--- config.mk ---
export PLATFORM = sky130hd
export DESIGN_NAME = write_back_arbiter
export DESIGN_NICKNAME = d
export VERILOG_FILES = /design/src/rtl/write_back_arbiter_pkg.sv /design/src/rtl/write_back_arbiter_fifo.sv /design/src/rtl/write_back_arbiter.sv
export SDC_FILE = /design/constraint.sdc
export NUM_CORES = 1
export LEC_CHECK = 0
export CORE_MARGIN = 3
export CORE_UTILIZATION = 25
export CTS_CLUSTER_DIAMETER = 120
export DETAILED_ROUTE_END_ITERATION = 8
export DONT_BUFFER_PORTS = 1
export PLACE_DENSITY = 0.47
export SLEW_MARGIN = 10
export SYNTH_ARGS = -nofsm -noshare
export SYNTH_HDL_FRONTEND = slang
export SYNTH_SLANG_ARGS = --single-unit
--- constraint.sdc ---
create_clock -name clk -period 5.6 [get_ports clk]
set_input_delay 0.56 -clock clk [delete_from_list [all_inputs] [get_ports clk]]
set_output_delay 0.56 -clock clk [all_outputs]
set_load 0.02 [all_outputs]
--- src/rtl/write_back_arbiter_pkg.sv ---
// Shared types and constants for the register-file write-port arbiter.
// Holds FIFO/starvation defaults, state encoding and the register one-hot helper.
package write_back_arbiter_pkg;

    localparam int unsigned WB_FIFO_DEPTH   = 2;
    localparam int unsigned WB_STARVE_LIMIT = 4;
    localparam int unsigned WB_REG_W        = 5;
    localparam int unsigned WB_DATA_W       = 32;
    localparam int unsigned WB_NUM_REGS     = 32;

    typedef logic [WB_REG_W-1:0]    wb_reg_t;
    typedef logic [WB_DATA_W-1:0]   wb_data_t;
    typedef logic [WB_NUM_REGS-1:0] wb_mask_t;

    typedef enum logic [1:0] {
        IDLE  = 2'd0,
        WAIT  = 2'd1,
        DRAIN = 2'd2
    } wb_state_e;

    // x0 is hard-wired zero, so it never contributes a pending bit.
    function automatic wb_mask_t wb_reg_onehot(input wb_reg_t r);
        wb_mask_t oh;
        oh = '0;
        if (r != '0) begin
            oh[r] = 1'b1;
        end
        return oh;
    endfunction

endpackage

--- src/rtl/write_back_arbiter_fifo.sv ---
// LU result queue: storage, wrap-bit pointers, live bits, kill-by-register
// and the pending-register mask derived from the registered entries.
module wb_result_fifo
    import write_back_arbiter_pkg::*;
#(
    parameter int unsigned DEPTH = WB_FIFO_DEPTH
) (
    input  logic                  clk,
    input  logic                  rst,
    input  logic                  push_i,
    input  logic [WB_REG_W-1:0]   push_reg_i,
    input  logic [WB_DATA_W-1:0]  push_val_i,
    input  logic                  pop_i,
    input  logic                  kill_i,
    input  logic [WB_REG_W-1:0]   kill_reg_i,
    output logic                  full_o,
    output logic                  empty_o,
    output logic                  last_o,
    output logic                  head_live_o,
    output logic [WB_REG_W-1:0]   head_reg_o,
    output logic [WB_DATA_W-1:0]  head_val_o,
    output logic [WB_NUM_REGS-1:0] mask_o
);

    localparam int unsigned AW = $clog2(DEPTH);

    logic [AW:0]          wr_ptr_q;
    logic [AW:0]          rd_ptr_q;
    logic [AW:0]          occ;
    logic [DEPTH-1:0]     live_q;
    wb_reg_t              dst_q [DEPTH];
    wb_data_t             val_q [DEPTH];

    logic [AW-1:0]        wr_idx;
    logic [AW-1:0]        rd_idx;

    assign wr_idx  = wr_ptr_q[AW-1:0];
    assign rd_idx  = rd_ptr_q[AW-1:0];
    assign occ     = wr_ptr_q - rd_ptr_q;

    assign empty_o = (wr_ptr_q == rd_ptr_q);
    assign full_o  = (wr_ptr_q[AW] != rd_ptr_q[AW]) && (wr_idx == rd_idx);
    assign last_o  = (occ == (AW+1)'(1));

    assign head_live_o = live_q[rd_idx];
    assign head_reg_o  = dst_q[rd_idx];
    assign head_val_o  = val_q[rd_idx];

    // Later non-blocking writes win: an entry pushed this cycle survives a
    // same-cycle kill. Push and pop never share a slot (full blocks push).
    always_ff @(posedge clk) begin
        if (rst) begin
            wr_ptr_q <= '0;
            rd_ptr_q <= '0;
            live_q   <= '0;
        end else begin
            if (kill_i) begin
                for (int unsigned i = 0; i < DEPTH; i++) begin
                    if (live_q[i] && (dst_q[i] == kill_reg_i)) begin
                        live_q[i] <= 1'b0;
                    end
                end
            end
            if (pop_i) begin
                live_q[rd_idx] <= 1'b0;
                rd_ptr_q       <= rd_ptr_q + (AW+1)'(1);
            end
            if (push_i) begin
                live_q[wr_idx] <= 1'b1;
                wr_ptr_q       <= wr_ptr_q + (AW+1)'(1);
            end
        end
    end

    always_ff @(posedge clk) begin
        if (push_i) begin
            dst_q[wr_idx] <= push_reg_i;
            val_q[wr_idx] <= push_val_i;
        end
    end

    always_comb begin
        mask_o = '0;
        for (int unsigned i = 0; i < DEPTH; i++) begin
            if (live_q[i]) begin
                mask_o = mask_o | wb_reg_onehot(dst_q[i]);
            end
        end
    end

endmodule

--- src/rtl/write_back_arbiter.sv ---
// Shares the register-file write port between in-order write-back and a
// long-latency unit whose results queue up; a starvation guard forces drains.
module write_back_arbiter
    import write_back_arbiter_pkg::*;
#(
    parameter int unsigned DEPTH        = WB_FIFO_DEPTH,
    parameter int unsigned STARVE_LIMIT = WB_STARVE_LIMIT
) (
    input  logic                   clk,
    input  logic                   rst,
    input  logic                   pipe_wb_valid,
    input  logic [WB_REG_W-1:0]    pipe_wb_register,
    input  logic [WB_DATA_W-1:0]   pipe_wb_value,
    input  logic                   lu_valid,
    input  logic [WB_REG_W-1:0]    lu_register,
    input  logic [WB_DATA_W-1:0]   lu_value,
    output logic                   lu_ready,
    output logic                   rf_write_enable,
    output logic [WB_REG_W-1:0]    rf_write_register,
    output logic [WB_DATA_W-1:0]   rf_write_value,
    output logic                   pipe_stall,
    output logic [WB_NUM_REGS-1:0] pending_register_mask
);

    localparam int unsigned CW = $clog2(STARVE_LIMIT + 1);

    wb_state_e      state_q;
    logic [CW-1:0]  count_q;

    logic           fifo_full;
    logic           fifo_empty;
    logic           fifo_last;
    logic           head_live;
    wb_reg_t        head_reg;
    wb_data_t       head_val;

    logic           pipe_write;
    logic           push;
    logic           pop;
    logic           blocked;
    logic           empty_d;

    assign pipe_stall = (state_q == DRAIN);
    assign lu_ready   = !fifo_full && !rst;
    assign pipe_write = pipe_wb_valid && !pipe_stall;
    // Results for x0 are acknowledged but never stored.
    assign push       = lu_valid && lu_ready && (lu_register != '0);
    assign pop        = !pipe_write && !fifo_empty;
    assign blocked    = pipe_write && !fifo_empty;
    assign empty_d    = fifo_empty ? !push : (fifo_last && pop && !push);

    wb_result_fifo #(
        .DEPTH(DEPTH)
    ) u_fifo (
        .clk         (clk),
        .rst         (rst),
        .push_i      (push),
        .push_reg_i  (lu_register),
        .push_val_i  (lu_value),
        .pop_i       (pop),
        .kill_i      (pipe_write),
        .kill_reg_i  (pipe_wb_register),
        .full_o      (fifo_full),
        .empty_o     (fifo_empty),
        .last_o      (fifo_last),
        .head_live_o (head_live),
        .head_reg_o  (head_reg),
        .head_val_o  (head_val),
        .mask_o      (pending_register_mask)
    );

    always_comb begin
        rf_write_enable   = 1'b0;
        rf_write_register = '0;
        rf_write_value    = '0;
        if (pipe_write) begin
            rf_write_enable   = 1'b1;
            rf_write_register = pipe_wb_register;
            rf_write_value    = pipe_wb_value;
        end else if (!fifo_empty) begin
            rf_write_enable   = head_live;
            rf_write_register = head_reg;
            rf_write_value    = head_val;
        end
        if (rst) begin
            rf_write_enable = 1'b0;
        end
    end

    always_ff @(posedge clk) begin
        if (rst) begin
            state_q <= IDLE;
            count_q <= '0;
        end else begin
            case (state_q)
                IDLE: begin
                    count_q <= '0;
                    if (push) begin
                        state_q <= WAIT;
                    end
                end
                WAIT: begin
                    if (empty_d) begin
                        state_q <= IDLE;
                        count_q <= '0;
                    end else if (pop) begin
                        count_q <= '0;
                    end else if (blocked) begin
                        // Starved long enough, or the LU is stuck behind a full queue.
                        if ((count_q == CW'(STARVE_LIMIT - 1)) || (fifo_full && lu_valid)) begin
                            state_q <= DRAIN;
                            count_q <= '0;
                        end else begin
                            count_q <= count_q + CW'(1);
                        end
                    end
                end
                DRAIN: begin
                    count_q <= '0;
                    if (empty_d) begin
                        state_q <= IDLE;
                    end
                end
                default: begin
                    state_q <= IDLE;
                    count_q <= '0;
                end
            endcase
        end
    end

endmodule

======== Word level (Yosys, flattened, before mapping) ========
Memories as Yosys holds them, arrays and structs flattened. A register that Yosys moved wholly into a read port is not among the register bits.
Cells that the tools add are included.
storage, ports and cells
  flip-flop bits (word level) ............. 11
  output and inout port bits .............. 72
  bits of input ports ..................... 78
  bits in writable memories ............... 74
  memories ................................ 2
memory list
  name          depth  width  read ports  clocked after Yosys merged registers in  wr ports  line                           RTL
  u_fifo.val_q  2      32     1           1                                        1         write_back_arbiter_fifo.sv:32  wb_data_t val_q [DEPTH];
  u_fifo.dst_q  2      5      3           1                                        1         write_back_arbiter_fifo.sv:31  wb_reg_t dst_q [DEPTH];
cells by class
  add/sub/neg operators ................... 4
  reductions and logical operators ........ 29
  mux-type cells .......................... 44
  bitwise operators ....................... 5
  eq/ne operators ......................... 14
  $lt $le $gt $ge ......................... 8
operators by type and width
  cell                 number
  $mux 32              7
  $or 32x32->32        1
  $mux 2               11
  $mux 1               18
  $logic_and 1x1->1    16
  $reduce_bool 5->1    3
  $lt 5x6->1 const B   2
  $demux 1 s5          2
  $eq 5x5->1           2
  $ge 5x1->1 const B   2
  $mux 5               2
  $ne 3x3->1 const B   3
  $logic_not 1->1      6
  $pmux 2 s3           1
  $reduce_and 5->1     1
  $add 2x1->2 const B  2
  $eq 2x1->1 const B   2
  $lt 1x2->1 const B   2
  $reduce_or 4->1      1
  $add 3x1->3 const B  1
  $eq 3x2->1 const B   1
  $mux 3               1
  $and 2x2->2          1
  $demux 1 s1          2
  13 further kinds     14

======== Depth between registers and ports, before layout ========
  depth in word-level cells ............... 11
  depth in mapped cells ................... 7

======== By module ========
From an unflattened synthesis, not the netlist that was laid out.
unflattened totals
  cells, all modules ...................... 395
  area, all modules ....................... 4449.3 sq um
by module, submodules not included
  module              times used  area each (sq um)  sequential area each (sq um)  cells an instance
  wb_result_fifo      1           3507.1             2362.3                        229
  write_back_arbiter  1           942.2              100.1                         166

======== Worst setup path after synthesis ========
No wires, ideal clock.
  path type ............................... flip-flop to flip-flop
  start point ............................. register u_fifo.wr_ptr_q[0]
  end point ............................... memory u_fifo.dst_q[1][0] (netlist bit), enable pin
  period minus slack after synthesis ...... 2.528 ns
  buffers on the path ..................... 0
  arrival time ............................ 2.137 ns
  required time ........................... 5.208 ns
  cell stages (with the launch flop) ...... 6
  path slack .............................. 3.072 ns
  cells stage by stage .................... dfxtp_1 -> inv_1 -> ha_1 -> a21oi_2 -> nand3_1 -> inv_1
between the ends
  word-level cells in the longest chain between the ends .. 8
RTL lines
  element                         line                           RTL
  start: declaration              write_back_arbiter_fifo.sv:27  logic [AW:0] wr_ptr_q;
  start signal: assignment        write_back_arbiter_fifo.sv:70  wr_ptr_q <= wr_ptr_q + (AW+1)'(1);
  $eq 1x1->1                      write_back_arbiter_fifo.sv:42  assign full_o = (wr_ptr_q[AW] != rd_ptr_q[AW]) && (wr_idx == rd_idx);
  $logic_and 1x1->1               write_back_arbiter_fifo.sv:42
  $logic_not 1->1                 write_back_arbiter.sv:44       assign lu_ready = !fifo_full && !rst;
  $logic_and 1x1->1               write_back_arbiter.sv:44
  via lu_ready                    write_back_arbiter.sv:17       output logic lu_ready,
  $logic_and 1x1->1 (2 in a row)  write_back_arbiter.sv:47       assign push = lu_valid && lu_ready && (lu_register != '0);
  $mux 1                          write_back_arbiter_fifo.sv:76  if (push_i) begin
  $mux 1 (implied by the code)    write_back_arbiter_fifo.sv:77  dst_q[wr_idx] <= push_reg_i;
  end: declaration                write_back_arbiter_fifo.sv:31
The timed path passes the listed nets, and every way through them passes these cells.

======== Worst setup path in the final report ========
  start point ............................. register u_fifo.wr_ptr_q[0]
  end point ............................... output rf_write_value[2]
between the ends
  word-level cells in the longest chain between the ends .. 3
RTL lines
  element           line                           RTL
  $eq 2x2->1        write_back_arbiter_fifo.sv:41  assign empty_o = (wr_ptr_q == rd_ptr_q);
  $mux 32           write_back_arbiter.sv:80       end else if (!fifo_empty) begin
  $mux 32           write_back_arbiter.sv:76       if (pipe_write) begin
  end: declaration  write_back_arbiter.sv:20       output logic [WB_DATA_W-1:0] rf_write_value,
Every way passes these cells.

==> impl_metrics.env <==
export IMPL_gp_congestion=0.7817
export IMPL_pre_cts_ws_ps=2865
export IMPL_antenna_found_initial=0
export IMPL_leakagePower_uw=0.001430
export IMPL_grtUsageTotal=0.1112
export IMPL_grt_max_degree=49
export IMPL_vdd_drop_max_uv=135.6
export IMPL_die_w_um=136.8
export IMPL_slew_viol_final=0
export IMPL_cts_buffers=9
export IMPL_synthTopCellsByArea="edfxtp_1 52%, mux2i_1 8.9%, o31ai_1 6.9%"
export IMPL_setup_violations_final=0
export IMPL_syn_avg_cell_area_um2=11.94
export IMPL_drc=0
export IMPL_seq_area_frac_synth=0.5761
export IMPL_post_route_util=0.2868
export IMPL_insertion_delay_ps=330
export IMPL_fin_crit_sh=0.5438
export IMPL_fmax_mhz=328.3
export IMPL_maxSlewHeadroom=0.2487
export IMPL_grt_pass1_vias=2765
export IMPL_skew_ps=5.965
export IMPL_final_antenna_net_count=0
export IMPL_coreArea_um2=16640
export IMPL_clk_pin_slew_ps=60
export IMPL_power_density_nw_per_um2=331.5
export IMPL_drtIter0Drc=161
export IMPL_vias=2865
export IMPL_drive_gt1_frac=0.09972
export IMPL_required_ps=5040
export IMPL_diodes=0
export IMPL_ys_types=40
export IMPL_postSynthCellCount=358
export IMPL_final_nets=427
export IMPL_async_flop_share=0
export IMPL_synth_fp_nets=439
export IMPL_grt_setup_unrepaired="false"
export IMPL_ys_seq_elements=86
export IMPL_synth_warnings=0
export IMPL_synth_edf_count=74
export IMPL_worstSetupEndpointType="primary output"
export IMPL_h_tree_depth=3
export IMPL_crit_type="reg2out"
export IMPL_tightest_slew_ps=1124
export IMPL_drt_total_wl_um=10740
export IMPL_cts_setup_buffers=0
export IMPL_cts_tree="yes"
export IMPL_ys_flop_type="edfxtp_1"
export IMPL_clkSinkCount=86
export IMPL_cp_arrival_ps=2490
export IMPL_io_pins=150
export IMPL_cts_root_buf="clkbuf_16"
export IMPL_n_fill_cell=1704
export IMPL_min_period_ps=3046
export IMPL_dr_pass1_iters=4
export IMPL_start_util=0.2568
export IMPL_worstHoldPathType="in2reg"
export IMPL_die_area_um2=18700
export IMPL_final_hold_viol_count=0
export IMPL_num_rows=47
export IMPL_synth_area_leader_cell="edfxtp_1"
export IMPL_via_per_inst=5.018
export IMPL_wire_per_inst_um=18.80
export IMPL_io_buffers=0
export IMPL_max_cap_viol_count=0
export IMPL_cts_resized=0
export IMPL_chipHeight_um=136.8
export IMPL_grt_ovfl_total=0
export IMPL_cts_hold_repair_buffers=0
export IMPL_cts_path_max_buffers=2
export IMPL_netlist_area_leader_share=0.5199
export IMPL_setup_slack_ps=2554
export IMPL_run_status="finished, final reports clean"
export IMPL_netlist_area_um2=4274
export IMPL_grt_first_pass_wirelength_um=15610
export IMPL_area_growth_pct=11.68
export IMPL_hpwl_um=7628
export IMPL_setup_tns_ps=0
export IMPL_crit_path_start_kind="flop"
export IMPL_critical_path_max_fanout=45
[sequential cells by signal (all words and copies together), names as in the netlist, named ones only]
register and flops:
count_q 3, state_q 2, u_fifo.dst_q 10, u_fifo.live_q 2, u_fifo.rd_ptr_q 2, u_fifo.val_q 64
u_fifo.wr_ptr_q 2
[cell type report]
type / count / area [µm²] / share of cell area
Tap cell: 220 / 275.3 / 0.05767
Multi-Input combinational cell: 237 / 1679 / 0.3518
Sequential cell: 86 / 2464 / 0.5161
Inverter: 9 / 33.78 / 0.007077
Clock buffer: 10 / 229.0 / 0.04797
Timing Repair Buffer: 3 / 22.52 / 0.004718
Clock inverter: 6 / 70.07 / 0.01468
[Yosys cell counts (all sizes together), types with 2 or more instances]
master and instances:
o21ai 3, or3b 4, nand2b 2, o22ai 31, or3 5, ha 3, or4 2, inv 9
buf 9, nor3 6, o31ai 39, xor2 4, o41ai 2, dfxtp 12, nand3 7, nand3b 11
edfxtp 74, nor2 7, a21oi 7, mux2i 38, xnor2 10, nand2 44, a32oi 2, clkbuf 17
[worst max-delay path: stages, from the launching register on]
cell,delay [ps]
dfxtp_1,330
inv_1,70
ha_1,370
inv_2,100
nor2_4,870
o31ai_1,390
[where the power goes]
part / leakage (µW) / internal [µW] / switching, µW
registers: 0.000776 / 726 / 23.0
clock network: 0.000136 / 349 / 240
logic: 0.000517 / 69.3 / 175
[layer usage]
layer,global-route usage,wire (µm),up-vias,share of wire
met5,0,0,-,0
met4,0.03919,123,0,0.011
met3,0.04154,1054,12,0.098
met2,0.1750,4910,140,0.46
met1,0.1402,4648,1359,0.43
li1,-,-,1354,-
[cell families (layout without fill, tap and decap cells)]
group / after synthesis / after routing / synth area share
other: 1 / 1 / 0.0008774
adder cells (fa/ha/maj): 3 / 3 / 0.008783
multiplexers: 39 / 39 / 0.09163
AO/OA/AOI/OAI: 90 / 90 / 0.1525
flip-flops: 86 / 86 / 0.5761
buffers and inverters: 35 / 28 / 0.03396
XOR/XNOR: 14 / 14 / 0.03045
AND/OR/NAND/NOR: 90 / 90 / 0.1057
[placed cells by master, fill, tap and decap left out, types with 2 or more instances in the layout]
cell type   netlist  final
nand3_1           7      7
nor2_1            6      5
o31ai_1          39     39
nor3_1            6      6
nor2_4            0      2
a21oi_1           6      6
o41ai_1           2      2
edfxtp_1         74     74
clkinvlp_4        0      3
a32oi_1           2      2
o21ai_0           3      3
mux2i_1          38     38
xnor2_1          10     10
or3_1             5      5
ha_1              3      3
o22ai_1          31     31
inv_1             7      5
nand2b_1          2      2
or3b_2            4      4
nand3b_1         11     11
inv_2             2      3
clkbuf_16         0      9
nand2_1          44     44
buf_4             1      3
dfxtp_1          12     11
inv_6             0      2
xor2_1            3      3
[final timing paths]
check,start,endpoint,slack [ps],cells past startpoint
setup / recovery,u_fifo.wr_ptr_q[0],rf_write_value[2],2550,5
hold / removal,rst,flop,290,1
setup reg to reg,u_fifo.rd_ptr_q[0],u_fifo.val_q[1][17],2910,4
hold reg to reg,count_q[0],count_q[0],480,2
[through the flow]
| stage | total power, µW | instances | hold WS, ps | cell area [µm²] |
|---|---|---|---|---|
| final | 1582 | 571 | 290.9 | 4773 |
| after floorplan | 962.0 | 358 | 452.4 | 4274 |
| after detailed placement | 1011 | 555 | 470.9 | 4474 |
| after global routing | 1654 | 571 | 277.7 | 4773 |
| after CTS | 1608 | 571 | 268.5 | 4773 |
| after global placement | 1007 | 555 | 466.9 | 4474 |
No activity file was read; power rests on OpenSTA's default activity.
